## config.mk

```make
export PLATFORM = sky130hd
export DESIGN_NAME = ama_riscv_flow_ctrl
export DESIGN_NICKNAME = d
export VERILOG_FILES = /design/src/rtl/ama_riscv_ctrl_pkg.sv /design/src/rtl/ama_riscv_br_res.sv /design/src/rtl/ama_riscv_flow_ctrl.sv
export SDC_FILE = /design/constraint.sdc
export NUM_CORES = 1
export LEC_CHECK = 0
export CAP_MARGIN = 40
export CORE_MARGIN = 5
export CORE_UTILIZATION = 32
export CTS_CLUSTER_DIAMETER = 30
export DETAILED_ROUTE_END_ITERATION = 8
export HOLD_SLACK_MARGIN = 0.03
export MAX_ROUTING_LAYER = met4
export PLACE_DENSITY = 0.73
export SLEW_MARGIN = 20
export SYNTH_ARGS = -nofsm -noshare
export SYNTH_HDL_FRONTEND = slang
export SYNTH_SLANG_ARGS = --single-unit
```

## constraint.sdc

```tcl
create_clock -name clk -period 1.95 [get_ports clk]
set_input_delay 0.39 -clock clk [delete_from_list [all_inputs] [get_ports clk]]
set_output_delay 0.39 -clock clk [all_outputs]
set_load 0.1 [all_outputs]
```

## src/rtl/ama_riscv_ctrl_pkg.sv

```systemverilog
// ============================================================================
// Module  : ama_riscv_ctrl_pkg
// Brief   : Shared opcodes, PC-select / branch-select codes and flow-control
//           state encoding for the RISC-V pipeline control logic.
// Revision: 1.0 - initial release
// ============================================================================
`default_nettype none

package ama_riscv_ctrl_pkg;

  localparam logic [6:0] OPC7_BRANCH = 7'b110_0011;
  localparam logic [6:0] OPC7_JALR   = 7'b110_0111;
  localparam logic [6:0] OPC7_JAL    = 7'b110_1111;

  localparam logic [1:0] PC_SEL_INC4       = 2'd0;
  localparam logic [1:0] PC_SEL_ALU        = 2'd1;
  localparam logic [1:0] PC_SEL_START_ADDR = 2'd2;

  // Branch select is {funct3[2], funct3[0]}
  localparam logic [1:0] BR_SEL_BEQ = 2'b00;
  localparam logic [1:0] BR_SEL_BNE = 2'b01;
  localparam logic [1:0] BR_SEL_BLT = 2'b10;
  localparam logic [1:0] BR_SEL_BGE = 2'b11;

  typedef enum logic [1:0] {
    ST_RST   = 2'd0,
    ST_RUN   = 2'd1,
    ST_STALL = 2'd2
  } flow_state_e;

  function automatic logic is_ctrl_flow(input logic [6:0] opc);
    return (opc == OPC7_BRANCH) || (opc == OPC7_JAL) || (opc == OPC7_JALR);
  endfunction

endpackage

`default_nettype wire

```

## src/rtl/ama_riscv_br_res.sv

```systemverilog
// ============================================================================
// Module  : ama_riscv_br_res
// Brief   : Combinational branch resolution: latched funct3 and EX compare
//           flags to a taken decision; jumps are always taken.
// Revision: 1.0 - initial release
// ============================================================================
`default_nettype none

module ama_riscv_br_res
  import ama_riscv_ctrl_pkg::*;
(
  input  logic       i_is_jump,
  input  logic [2:0] i_funct3,
  input  logic       i_a_eq_b,
  input  logic       i_a_lt_b,
  output logic       o_taken
);

  logic [1:0] w_br_sel;
  logic       w_cond;
  logic       w_unused_f3;

  assign w_br_sel    = {i_funct3[2], i_funct3[0]};
  // Signed/unsigned variants differ only in how the datapath computes lt
  assign w_unused_f3 = i_funct3[1];

  always_comb begin
    w_cond = 1'b0;
    case (w_br_sel)
      BR_SEL_BEQ: w_cond = i_a_eq_b;
      BR_SEL_BNE: w_cond = ~i_a_eq_b;
      BR_SEL_BLT: w_cond = i_a_lt_b;
      BR_SEL_BGE: w_cond = i_a_eq_b | ~i_a_lt_b;
      default:    w_cond = 1'b0;
    endcase
  end

  assign o_taken = i_is_jump | w_cond;

endmodule

`default_nettype wire

```

## src/rtl/ama_riscv_flow_ctrl.sv

```systemverilog
// ============================================================================
// Module  : ama_riscv_flow_ctrl
// Brief   : Pipeline flow control: post-reset clear sequence, control-flow
//           stalls and branch/jump PC redirection for an N-stage pipeline.
//           Optional perf counters enabled by AMA_RISCV_PERF_CNT_EN.
// Revision: 1.0 - initial release
// ============================================================================
`default_nettype none

module ama_riscv_flow_ctrl
  import ama_riscv_ctrl_pkg::*;
#(
  parameter int NUM_STAGES = 5,
  parameter int BR_LAT     = 1,
  parameter int CNT_W      = 32
)(
  input  logic                  clk,
  input  logic                  rst_n,
  input  logic [31:0]           i_inst_id,
  input  logic                  i_bc_a_eq_b,
  input  logic                  i_bc_a_lt_b,
  output logic                  o_stall_if,
  output logic [NUM_STAGES-1:0] o_clear,
  output logic [1:0]            o_pc_sel,
  output logic                  o_pc_we,
`ifdef AMA_RISCV_PERF_CNT_EN
  output logic                  o_flow_change,
  output logic [CNT_W-1:0]      o_perf_stall_cnt,
  output logic [CNT_W-1:0]      o_perf_flush_cnt
`else
  output logic                  o_flow_change
`endif
);

  localparam int CNT_BITS = (BR_LAT < 2) ? 1 : $clog2(BR_LAT + 1);
  localparam logic [CNT_BITS-1:0] C_BR_LAT = CNT_BITS'(BR_LAT);
  localparam logic [CNT_BITS-1:0] C_ONE    = CNT_BITS'(1);

  if ((BR_LAT < 1) || (NUM_STAGES < 2) || (CNT_W < 1)) begin : g_param_err
    $error("ama_riscv_flow_ctrl: illegal parameter value");
  end

  flow_state_e           r_state;
  flow_state_e           w_next_state;
  logic [NUM_STAGES-1:0] r_rst_seq;
  logic [NUM_STAGES-1:0] w_flow_clr;
  logic [CNT_BITS-1:0]   r_cnt;
  logic                  r_is_jump;
  logic [2:0]            r_funct3;
  logic                  w_is_ctrl;
  logic                  w_latch;
  logic                  w_taken;
  logic                  w_unused;

  assign w_unused  = ^{i_inst_id[31:15], i_inst_id[11:7]};
  // rst_seq[1] is the only ID clear source while in ST_RUN
  assign w_is_ctrl = is_ctrl_flow(i_inst_id[6:0]) & ~r_rst_seq[1];

  ama_riscv_br_res u_br_res (
    .i_is_jump (r_is_jump),
    .i_funct3  (r_funct3),
    .i_a_eq_b  (i_bc_a_eq_b),
    .i_a_lt_b  (i_bc_a_lt_b),
    .o_taken   (w_taken)
  );

  always_ff @(posedge clk or negedge rst_n) begin
    if (!rst_n) begin
      r_state   <= ST_RST;
      r_rst_seq <= '1;
      r_cnt     <= '0;
      r_is_jump <= 1'b0;
      r_funct3  <= 3'b000;
    end else begin
      r_state   <= w_next_state;
      r_rst_seq <= r_rst_seq << 1;
      if (w_latch) begin
        r_cnt     <= C_BR_LAT;
        r_is_jump <= (i_inst_id[6:0] != OPC7_BRANCH);
        r_funct3  <= i_inst_id[14:12];
      end else if (r_state == ST_STALL) begin
        r_cnt <= r_cnt - C_ONE;
      end
    end
  end

  always_comb begin
    w_next_state  = r_state;
    w_latch       = 1'b0;
    w_flow_clr    = '0;
    o_stall_if    = 1'b0;
    o_pc_we       = 1'b1;
    o_pc_sel      = r_rst_seq[0] ? PC_SEL_START_ADDR : PC_SEL_INC4;
    o_flow_change = 1'b0;
    case (r_state)
      ST_RST: begin
        if (!r_rst_seq[0]) w_next_state = ST_RUN;
      end
      ST_RUN: begin
        if (w_is_ctrl) begin
          o_stall_if   = 1'b1;
          o_pc_we      = 1'b0;
          w_latch      = 1'b1;
          w_next_state = ST_STALL;
        end
      end
      ST_STALL: begin
        w_flow_clr[1] = 1'b1;
        if (r_cnt == C_ONE) begin
          o_pc_sel      = w_taken ? PC_SEL_ALU : PC_SEL_INC4;
          o_flow_change = w_taken;
          w_next_state  = ST_RUN;
        end else begin
          o_stall_if = 1'b1;
          o_pc_we    = 1'b0;
        end
      end
      default: w_next_state = ST_RST;
    endcase
    o_clear = r_rst_seq | w_flow_clr;
  end

`ifdef AMA_RISCV_PERF_CNT_EN
  logic [CNT_W-1:0] r_perf_stall_cnt;
  logic [CNT_W-1:0] r_perf_flush_cnt;

  // Both counters saturate rather than wrap
  always_ff @(posedge clk or negedge rst_n) begin
    if (!rst_n) begin
      r_perf_stall_cnt <= '0;
      r_perf_flush_cnt <= '0;
    end else begin
      if (o_stall_if && (r_perf_stall_cnt != '1))
        r_perf_stall_cnt <= r_perf_stall_cnt + CNT_W'(1);
      if (o_flow_change && (r_perf_flush_cnt != '1))
        r_perf_flush_cnt <= r_perf_flush_cnt + CNT_W'(1);
    end
  end

  assign o_perf_stall_cnt = r_perf_stall_cnt;
  assign o_perf_flush_cnt = r_perf_flush_cnt;
`endif

endmodule

`default_nettype wire
```

==> reports/metrics.json <==
{
  "start_kind": {"value": "flip-flop"},
  "critPathSlowestCell": {"value": "sky130_fd_sc_hd__or3b_4"},
  "post-route-period-util": {"value": 111, "unit": "%"},
  "worst_slack": {"value": -0.219, "unit": "ns"},
  "hpwl": {"value": 1050, "unit": "um"},
  "area_growth": {"value": 81.7, "unit": "%"},
  "max_freq": {"value": 461, "unit": "MHz"},
  "post_synth_net_total": {"value": 96},
  "clock-sinks": {"value": 11},
  "worstReg2RegEnd": {"value": "r_is_jump$_DFFE_PN0P_"},
  "timing.final.max_slew_violations": {"value": 0},
  "startpoint": {"value": "r_rst_seq[1]$_DFF_PN1_"},
  "status": {"value": "finished, violations left"},
  "setup_viol": {"value": 1},
  "clk_transition_reported_paths": {"value": 0.07, "unit": "ns"},
  "drive_above_1_share": {"value": 51.7, "unit": "%"},
  "grt_usage": {"value": 11.4, "unit": "%"},
  "insertion_delay": {"value": 0.26, "unit": "ns"},
  "globalRoute.totalOverflow": {"value": 0},
  "peakVddDrop": {"value": 1.23, "unit": "mV"},
  "clock_tree.htree_level_count": {"value": 1},
  "whs": {"value": 0.371, "unit": "ns"},
  "initial_core_utilization": {"value": 34.5, "unit": "%"},
  "period_minus_slack": {"value": 2.17, "unit": "ns"},
  "clockRootBuffer": {"value": "sky130_fd_sc_hd__clkbuf_4"},
  "final_antenna_net_count": {"value": 0},
  "cell_count_of_the_worst_hold_path": {"value": 0},
  "chipWidth": {"value": 53.6, "unit": "um"},
  "wp_data_arrival": {"value": 1.78, "unit": "ns"},
  "port_buffers": {"value": 22},
  "longest_individual_stage_delay_on_the_worst_path": {"value": 0.39, "unit": "ns"},
  "synth-seq-cells": {"value": 11},
  "critPathCaptureType": {"value": "primary output"},
  "power.leakage": {"value": 0.505, "unit": "nW"},
  "final_hold_violation_count": {"value": 0},
  "core": {"value": 1760, "unit": "um2"},
  "stdcell_count": {"value": 112},
  "route.final.wire_length": {"value": 1330, "unit": "um"},
  "die_h": {"value": 53.6, "unit": "um"},
  "io_count": {"value": 46},
  "total_power": {"value": 1.45, "unit": "mW"},
  "remaining_drc_errors": {"value": 0},
  "yosysSeqAreaShare": {"value": 46.2, "unit": "%"},
  "worstHoldEndpoint": {"value": "r_rst_seq[2]$_DFF_PN1_"},
  "firstDrtPassIters": {"value": 3},
  "path_buf_inv": {"value": 1},
  "avgRoutedWirePerCell": {"value": 11.8, "unit": "um"},
  "grt_first_pass_wirelength": {"value": 2260, "unit": "um"},
  "syn-instance-count": {"value": 55},
  "dpl_worst_slack": {"value": -0.402, "unit": "ns"},
  "finalWeightedCongestion": {"value": 0.693},
  "yosys_warnings": {"value": 0},
  "clock_tree_from_tritoncts": {"value": "yes"},
  "grt_setup_unrepaired": {"value": "true"},
  "placedCellCount": {"value": 103},
  "worst-endpoint-required": {"value": 1.56, "unit": "ns"},
  "stdcell_area": {"value": 1110, "unit": "um2"},
  "cts_buffers": {"value": 3},
  "drt-vias-per-instance": {"value": 4.43},
  "detailed_place.area": {"value": 997, "unit": "um2"},
  "timing.hold.worst.class": {"value": "reg -> reg"},
  "post_synth_instance_area": {"value": 609, "unit": "um2"},
  "layout_net_count": {"value": 129},
  "worst_path_dominant_cell_family": {"value": "simple AND/OR/NAND/NOR gates"},
  "timing.critical_path.fanout_max": {"value": 3},
  "criticalPathCategory": {"value": "reg -> out"},
  "cts_max_path_buffers": {"value": 2},
  "r2r_setup_slack": {"value": 0.20, "unit": "ns"},
  "antenna_cells_inserted": {"value": 0},
  "grt_start_max_net_pins": {"value": 12},
  "fin_skew": {"value": 0.00316, "unit": "ns"},
  "drv_cap": {"value": 0},
  "synth.distinct_cells": {"value": 25},
  "violations": {"value": "setup timing"},
  "timing.critical_path.cells": {"value": "and4bb_1, nand2_1, or3b_4, a21boi_4, buf_12"},
  "dr_total_vias": {"value": 496},
  "final.fill_count": {"value": 145},
  "fp.dieArea": {"value": 2880, "unit": "um2"},
  "synth.avg_cell_area": {"value": 11.1, "unit": "um2"},
  "floorplan.rows": {"value": 15},
  "antenna_found_initial": {"value": 0},
  "first_global_vias": {"value": 544},
  "r2r.worst_path.cells": {"value": 9},
  "power.density_cell_area": {"value": 1310, "unit": "nW/um2"},
  "drt-initial-drc-count": {"value": 3},
  "holdCritStartpoint": {"value": "r_rst_seq[1]$_DFF_PN1_"},
  "r2r_start": {"value": "r_rst_seq[1]$_DFF_PN1_"}
}
[per-stage QoR]
stage                     setup TNS, ns  utilization, %
after detailed placement          -1.10            56.5
after global placement           -0.983            56.5
final                            -0.219            62.8
after global routing             -0.311            62.8
after CTS                        -0.437            62.0
after floorplan                  -0.157               -
[area by class of cell]
class	instances	area, um2	area share [%]
clock buffer	4	26.3	2.37
timing repair buffer	33	400	36.2
tap	25	31.3	2.82
sequential	11	282	25.4
multi-input combinational	36	357	32.2
inverter	3	11.3	1.02
[registers in the layout, summed over array words and instances, names as in the netlist]
register and cells:
r_rst_seq 5, r_funct3 2, r_state 2, r_cnt 1, r_is_jump 1
[synth_stat cells]
| master | n | area, um2 |
|---|---|---|
| sky130_fd_sc_hd__o21bai_1 | 1 | 7.51 |
| sky130_fd_sc_hd__nand3_1 | 4 | 20.0 |
| sky130_fd_sc_hd__ha_1 | 5 | 62.6 |
| sky130_fd_sc_hd__nor2_1 | 1 | 3.75 |
| sky130_fd_sc_hd__mux2_2 | 1 | 11.3 |
| sky130_fd_sc_hd__nor3b_1 | 1 | 7.51 |
| sky130_fd_sc_hd__conb_1 | 1 | 3.75 |
| sky130_fd_sc_hd__or2_2 | 1 | 6.26 |
| sky130_fd_sc_hd__or3b_4 | 1 | 11.3 |
| sky130_fd_sc_hd__mux2i_1 | 1 | 10.0 |
| sky130_fd_sc_hd__dfrtp_1 | 6 | 150 |
| sky130_fd_sc_hd__mux2_4 | 2 | 30.0 |
| sky130_fd_sc_hd__o21ai_0 | 1 | 5.00 |
| sky130_fd_sc_hd__and2_1 | 1 | 6.26 |
| sky130_fd_sc_hd__inv_1 | 3 | 11.3 |
| sky130_fd_sc_hd__o31ai_1 | 1 | 7.51 |
| sky130_fd_sc_hd__buf_4 | 5 | 37.5 |
| sky130_fd_sc_hd__nand2b_1 | 4 | 25.0 |
| sky130_fd_sc_hd__and4bb_1 | 1 | 12.5 |
| sky130_fd_sc_hd__a21oi_1 | 1 | 5.00 |
| sky130_fd_sc_hd__nand2_1 | 5 | 18.8 |
| sky130_fd_sc_hd__dfstp_2 | 5 | 131 |
| sky130_fd_sc_hd__o211ai_1 | 1 | 7.51 |
| sky130_fd_sc_hd__a21boi_0 | 1 | 7.51 |
| sky130_fd_sc_hd__a41o_1 | 1 | 10.0 |
[kinds of logic (layout without fill, tap and decap cells)]
group | count (synthesis) | after routing | synth area share (%)
buffers and inverters | 8 | 40 | 8.01
and+or+nand+nor | 19 | 19 | 18.3
muxes | 4 | 4 | 8.42
DFF | 11 | 11 | 46.2
other | 1 | 1 | 0.615
adders and majority gates | 5 | 5 | 10.3
AOI/OAI and AO/OA | 7 | 7 | 8.21
[power by group]
group / total [mW] / leakage (nW) / internal [mW] / switching (mW)
logic: 0.960 / 0.360 / 0.406 / 0.554
registers: 0.337 / 0.130 / 0.284 / 0.0526
clock network: 0.151 / 0.0150 / 0.0791 / 0.0716
[cells in the final DEF, fill, tap and decap left out, types with 2 or more instances in the layout]
| cell | netlist | routed |
|---|---|---|
| sky130_fd_sc_hd__buf_12 | 0 | 10 |
| sky130_fd_sc_hd__nand2b_1 | 4 | 3 |
| sky130_fd_sc_hd__ha_1 | 5 | 4 |
| sky130_fd_sc_hd__dfstp_2 | 5 | 5 |
| sky130_fd_sc_hd__buf_4 | 5 | 11 |
| sky130_fd_sc_hd__nand2_1 | 5 | 3 |
| sky130_fd_sc_hd__inv_1 | 3 | 2 |
| sky130_fd_sc_hd__nand3_1 | 4 | 3 |
| sky130_fd_sc_hd__dlygate4sd2_1 | 0 | 4 |
| sky130_fd_sc_hd__clkdlybuf4s50_1 | 0 | 7 |
| sky130_fd_sc_hd__dfrtp_1 | 6 | 6 |
| sky130_fd_sc_hd__nand2_2 | 0 | 2 |
| sky130_fd_sc_hd__clkbuf_4 | 0 | 3 |
| sky130_fd_sc_hd__mux2_4 | 2 | 2 |
[metal layers]
| layer | part of all wire (%) | global-route usage [%] |
|---|---|---|
| met1 | 40 | 10.2 |
| met2 | 52 | 22.0 |
| met3 | 5.9 | 4.43 |
| met4 | 1.9 | 2.98 |
| met5 | 0 | - |
[worst max path at each step]
stage	to	cells past startpoint	slack, ns
after CTS	o_stall_if	5	-0.26
after global routing	o_stall_if	5	-0.30
after global placement	o_stall_if	6	-0.37
after detailed placement	o_stall_if	6	-0.40
after floorplan	o_stall_if	4	-0.16
final	o_stall_if	5	-0.22
[what timing repair did]
| item | in CTS | in global routing |
|---|---|---|
| endpoints found under the setup margin | 4 | 6 |
| hold buffers | 0 | 0 |
| gates resized for setup | 10 | 5 |
| buffers inserted | 7 | 2 |
| pin swaps | 8 | 8 |
Power figures use the tool's default switching activity.
